**config.mk**
```make
export PLATFORM = sky130hd
export DESIGN_NAME = vga_text_fetch
export DESIGN_NICKNAME = d
export VERILOG_FILES = /design/src/rtl/vga_text_fetch.sv
export SDC_FILE = /design/constraint.sdc
export NUM_CORES = 1
export LEC_CHECK = 0
export ABC_AREA = 1
export BUFFER_PORTS_ARGS = -buffer_cell sky130_fd_sc_hd__buf_2
export CAP_MARGIN = 40
export CORE_ASPECT_RATIO = 1.75
export CORE_MARGIN = 2
export CORE_UTILIZATION = 40
export CTS_CLUSTER_SIZE = 25
export DETAILED_ROUTE_END_ITERATION = 8
export PLACE_DENSITY = 0.6
export SLEW_MARGIN = 10
export SYNTH_ARGS = -nofsm -noshare
export SYNTH_HDL_FRONTEND = slang
export SYNTH_SLANG_ARGS = --single-unit
```
**constraint.sdc**
```tcl
create_clock -name clk -period 1.65 [get_ports clk]
set_clock_uncertainty 0.2 [all_clocks]
set_input_delay 0.165 -clock clk [delete_from_list [all_inputs] [get_ports clk]]
set_output_delay 0.165 -clock clk [all_outputs]
set_load 0.01 [all_outputs]
```
**src/rtl/vga_text_fetch.sv**
```systemverilog
// vga_text_fetch: 80x30 text-mode display controller.
// Generates 640x480@60 timing from the pixel clock, fetches character codes
// from the VRAM display port, looks them up in an 8x16 font ROM and
// serialises the glyph bits into a 1-bit pixel stream. Sync, blank and
// frameStart are delayed so that they stay aligned with the pixel stream.
//
// Ports:
//   clk           pixel clock, rising edge
//   nRst          asynchronous active-low reset
//   displayAddr   VRAM read address (registered)
//   displayRdData VRAM read data, one clock after displayAddr
//   fontAddr      font ROM address {charCode, glyphRow} (registered)
//   fontData      font ROM data, one clock after fontAddr, bit 7 leftmost
//   pixel         video bit, 1 = foreground
//   hsync/vsync   active-low syncs
//   blank         1 outside the visible area
//   frameStart    one-clock pulse with the first pixel of each frame
module vga_text_fetch #(
  parameter int unsigned H_ACTIVE  = 640,
  parameter int unsigned H_FP      = 16,
  parameter int unsigned H_SYNC    = 96,
  parameter int unsigned H_BP      = 48,
  parameter int unsigned V_ACTIVE  = 480,
  parameter int unsigned V_FP      = 10,
  parameter int unsigned V_SYNC    = 2,
  parameter int unsigned V_BP      = 33,
  parameter int unsigned COLS      = 80,
  parameter int unsigned BASE_ADDR = 0
) (
  input  logic        clk,
  input  logic        nRst,
  output logic [12:0] displayAddr,
  input  logic [7:0]  displayRdData,
  output logic [11:0] fontAddr,
  input  logic [7:0]  fontData,
  output logic        pixel,
  output logic        hsync,
  output logic        vsync,
  output logic        blank,
  output logic        frameStart
);

  localparam int unsigned CNT_W    = 10;
  localparam int unsigned ADDR_W   = 13;
  localparam int unsigned H_TOTAL  = H_ACTIVE + H_FP + H_SYNC + H_BP;
  localparam int unsigned V_TOTAL  = V_ACTIVE + V_FP + V_SYNC + V_BP;
  localparam int unsigned HS_START = H_ACTIVE + H_FP;
  localparam int unsigned HS_END   = HS_START + H_SYNC;
  localparam int unsigned VS_START = V_ACTIVE + V_FP;
  localparam int unsigned VS_END   = VS_START + V_SYNC;

  logic [CNT_W-1:0]  h_cnt_q, h_cnt_d;
  logic [CNT_W-1:0]  v_cnt_q, v_cnt_d;
  logic [ADDR_W-1:0] row_base_q, row_base_d;

  logic              h_wrap_c;
  logic              frame_wrap_c;
  logic              active_c;
  logic              hs_on_c;
  logic              vs_on_c;
  logic              fs_c;
  logic [ADDR_W-1:0] cell_addr_c;

  // Pipeline taps: index 0 is one clock after the counters, index 3 is four.
  logic [ADDR_W-1:0] disp_addr_q;
  logic [11:0]       font_addr_q;
  logic [1:0][3:0]   vrow_q;
  logic [3:0][2:0]   hpix_q;
  logic [3:0]        act_q;
  logic [3:0]        hs_on_q;
  logic [3:0]        vs_on_q;
  logic [3:0]        fs_q;

  logic              pixel_q;
  logic              hsync_q;
  logic              vsync_q;
  logic              blank_q;
  logic              frame_start_q;

  // Counter / row-base next state and raw timing decode for the current (h,v).
  always_comb begin
    h_cnt_d    = h_cnt_q + CNT_W'(1);
    v_cnt_d    = v_cnt_q;
    row_base_d = row_base_q;

    h_wrap_c     = (h_cnt_q == CNT_W'(H_TOTAL - 1));
    frame_wrap_c = h_wrap_c && (v_cnt_q == CNT_W'(V_TOTAL - 1));

    if (h_wrap_c) begin
      h_cnt_d = '0;
      if (frame_wrap_c) begin
        v_cnt_d    = '0;
        row_base_d = ADDR_W'(BASE_ADDR);
      end else begin
        v_cnt_d = v_cnt_q + CNT_W'(1);
        // Leaving the last glyph row of a visible text row: next text row.
        if ((v_cnt_q[3:0] == 4'hF) && (v_cnt_q < CNT_W'(V_ACTIVE))) begin
          row_base_d = row_base_q + ADDR_W'(COLS);
        end
      end
    end

    active_c    = (h_cnt_q < CNT_W'(H_ACTIVE)) && (v_cnt_q < CNT_W'(V_ACTIVE));
    hs_on_c     = (h_cnt_q >= CNT_W'(HS_START)) && (h_cnt_q < CNT_W'(HS_END));
    vs_on_c     = (v_cnt_q >= CNT_W'(VS_START)) && (v_cnt_q < CNT_W'(VS_END));
    fs_c        = (h_cnt_q == '0) && (v_cnt_q == '0);
    cell_addr_c = row_base_q + ADDR_W'(h_cnt_q[CNT_W-1:3]);
  end

  // Counters, fetch pipeline and aligned outputs.
  always_ff @(posedge clk or negedge nRst) begin
    if (!nRst) begin
      h_cnt_q       <= '0;
      v_cnt_q       <= '0;
      row_base_q    <= ADDR_W'(BASE_ADDR);
      disp_addr_q   <= ADDR_W'(BASE_ADDR);
      font_addr_q   <= '0;
      vrow_q        <= '0;
      hpix_q        <= '0;
      act_q         <= '0;
      hs_on_q       <= '0;
      vs_on_q       <= '0;
      fs_q          <= '0;
      pixel_q       <= 1'b0;
      hsync_q       <= 1'b1;
      vsync_q       <= 1'b1;
      blank_q       <= 1'b1;
      frame_start_q <= 1'b0;
    end else begin
      h_cnt_q    <= h_cnt_d;
      v_cnt_q    <= v_cnt_d;
      row_base_q <= row_base_d;

      // Stage 1: character address; stage 3: glyph address from VRAM data.
      disp_addr_q <= cell_addr_c;
      vrow_q      <= {vrow_q[0], v_cnt_q[3:0]};
      font_addr_q <= {displayRdData, vrow_q[1]};

      hpix_q  <= {hpix_q[2:0], h_cnt_q[2:0]};
      act_q   <= {act_q[2:0], active_c};
      hs_on_q <= {hs_on_q[2:0], hs_on_c};
      vs_on_q <= {vs_on_q[2:0], vs_on_c};
      fs_q    <= {fs_q[2:0], fs_c};

      // Stage 5: pick the glyph bit, MSB is the leftmost pixel of the cell.
      pixel_q       <= act_q[3] & fontData[3'd7 - hpix_q[3]];
      hsync_q       <= ~hs_on_q[3];
      vsync_q       <= ~vs_on_q[3];
      blank_q       <= ~act_q[3];
      frame_start_q <= fs_q[3];
    end
  end

  assign displayAddr = disp_addr_q;
  assign fontAddr    = font_addr_q;
  assign pixel       = pixel_q;
  assign hsync       = hsync_q;
  assign vsync       = vsync_q;
  assign blank       = blank_q;
  assign frameStart  = frame_start_q;

endmodule

```
==> reports/qor.yml <==
status: "finished with violations"
failed_checks: "setup timing"
grt_pass1_wl_um: 11900
clk_path_buf_depth: 2
rsz0062_at_grt: "true"
critPathRequiredTime_ns: 1.68
grt_pass1_vias: 2638
fmax_mhz: 590
cp-startpoint: "v_cnt_q[1]"
final_cell_area_sq_um: 5050
synth_top_area_share_pct: 62.1
routed_wl_um: 7580
yosys.cell_types.count: 33
dpl_cell_area_sq_um: 4380
period_needed_ns: 1.69
synth_common_cells: "dfrtp_1, nand2_1, inv_1"
clk_pin_slew_ns: 0.07
place_congestion: 0.848
diodes: 0
drc: 0
vdd_drop_max_uv: 517
post-place-cells: 557
via_per_inst: 4.62
layout.cells.non_filler: 594
dieArea_sq_um: 10100
p_per_area_nw_per_um2: 877
fillCellCount: 797
cap_violations: 0
syn_area_sq_um: 3710
async_flop_share_pct: 100
ys_seq_elements: 95
numCtsBuffers: 9
synth_nets: 386
post-route-period-util_pct: 103
drive_gt1_share_pct: 34.0
ant_nets: 0
dpl.hpwl_um: 5220
wl_met2_um: 4120
synth_most_common_cell: "dfrtp_1"
drt-initial-drc-count: 157
synth_ff_type: "dfrtp_1"
hold_class: "in2reg"
total_power_w: 0.00443
chipHeight_um: 131
htreeDepth: 3
top_layer_used: "met4"
io_buffers: 47
cts_tree: "yes"
met3_length_um: 216
ff2ff_setup_slack_ns: -0.04
die_w_um: 76.8
end_kind: "flip-flop"
seq_area_sq_um: 2380
worst_pin_slew_ns: 0.365
setup_viol: 6
gr-total-overflow: 0
multi_input_area_sq_um: 1340
final_nets: 495
first_pass_iters: 4
grt_usage_pct: 14.9
min_from: "fontData[6]"
core_area_sq_um: 9040
num_vias: 2747
synth_area_leader_cell: "dfrtp_1"
leakage_nw: 2.61
worstSetupStartpointType: "flip-flop"
synth.area.top_cells: "dfrtp_1, nand2_1, inv_1, nor2_1, xor2_1"
antenna_found_initial: 0
clk_latency_ns: 0.33
synth_edf_count: 0
ios: 48
wl_met1_um: 3110
wire_per_inst_um: 12.8
syn-mean-instance-area_sq_um: 10.3
hold_ws_ns: 0.0337
crit_fanout: 3
row_count: 46
area_growth_pct: 36.1
critPathKind: "reg2reg"
finalMaxSlewViolations: 0
yosys_warnings: 0
cp.arrival_ns: 1.72
ys_seq_area_share_pct: 64.2
hold_viol_final: 0
slew_headroom_pct: 75.5
cts.sinks: 95
netlist_instances: 360
cts_root_buf: "clkbuf_16"
worst_slack_ns: -0.0437
grt_max_degree: 34
start_util_pct: 41.1
rr_startpoint: "v_cnt_q[1]"
detailedPlace.worstSlack_ns: -0.127
==> power breakdown <==
group	switching, W	internal, W
clock	0.000917	0.00106
sequential	0.00000222	0.00234
combinational	0.0000648	0.0000509
==> cells in the final DEF (no fill, tap or decap), types with 3 or more instances in the layout <==
master	n
buf_4	39
buf_12	3
inv_8	3
nand2_2	7
clkinvlp_4	3
o21ai_0	14
clkbuf_16	9
dfrtp_1	91
nor2_2	7
dfstp_2	3
buf_2	46
nand2_1	71
inv_1	39
xor2_1	13
nand4_1	7
nand3_1	14
a21oi_1	4
nor2_4	4
ha_1	3
ha_4	4
buf_6	3
dlygate4sd3_1	9
inv_2	6
nand2_4	4
nor2_1	30
nor3_1	7
==> worst paths after layout <==
kind,cells after the start,to
max reg2reg,8,v_cnt_q[4]
max,8,v_cnt_q[4]
min reg2reg,0,fontAddr[3]
min,5,pixel
max in group asynchronous,3,hsync
min in group asynchronous,2,fs_q[2]
==> final cells by class <==
type	count	area share, %
flip-flops and latches	95	47.2
clock buffers	9	4.46
clock inverters	7	1.29
repair buffers	100	14.0
inverters	47	3.64
well taps	120	2.97
multi-input cells	216	26.4
==> sequential cells by signal, summed over array words and instances, names as in the netlist <==
register,count
v_cnt_q,10
fs_q,4
hsync,1
act_q,4
vsync,1
blank,1
pixel,1
hs_on_q,4
h_cnt_q,10
vs_on_q,4
frameStart,1
vrow_q,8
fontAddr,12
row_base_q,9
displayAddr,13
hpix_q,12
==> through the flow <==
| stage | util, % | setup TNS [ns] |
|---|---|---|
| 6_report | 55.9 | -0.139 |
| 5_1_grt | 55.9 | -1.43 |
| 4_1_cts | 53.1 | -0.0538 |
| 3_5_place_dp | 48.5 | -1.17 |
| 3_3_place_gp | 48.5 | -0.617 |
| 2_1_floorplan | - | 0 |
==> critical path, cell delays in order, from the launching register on <==
cell	delay (ns)
dfrtp_1	0.40
inv_2	0.10
ha_4	0.15
inv_2	0.04
nor2_2	0.10
nand3_2	0.09
nor2_4	0.23
nand2_2	0.10
a21boi_2	0.16
==> logic make-up (layout without fill, tap and decap cells) <==
group           after synthesis  after routing  share of synthesized area (%)
compound gates               30             31                           4.76
xor+xnor                     14             14                           3.31
fa+ha+maj                     8              8                           2.70
buf+inv                      50            163                           5.09
flops                        95             95                           64.2
simple gates                163            163                           20.0
==> layer usage <==
metal | GRT usage (%) | up-vias
met5 | 0 | -
li1 | - | 1357
met4 | 7.68 | 0
met3 | 3.43 | 9
met1 | 16.8 | 1328
met2 | 26.0 | 53
==> timing repair <==
item / CTS / global route
endpoints found under the setup margin: 15 / 30
hold buffers: 9 / 0
resized for setup: 7 / 48
buffers inserted: 2 / 9
hold endpoints to repair: 101 / 0
gates cloned: 0 / 1
pin swaps: 2 / 22
Power figures use the tool's default switching activity.
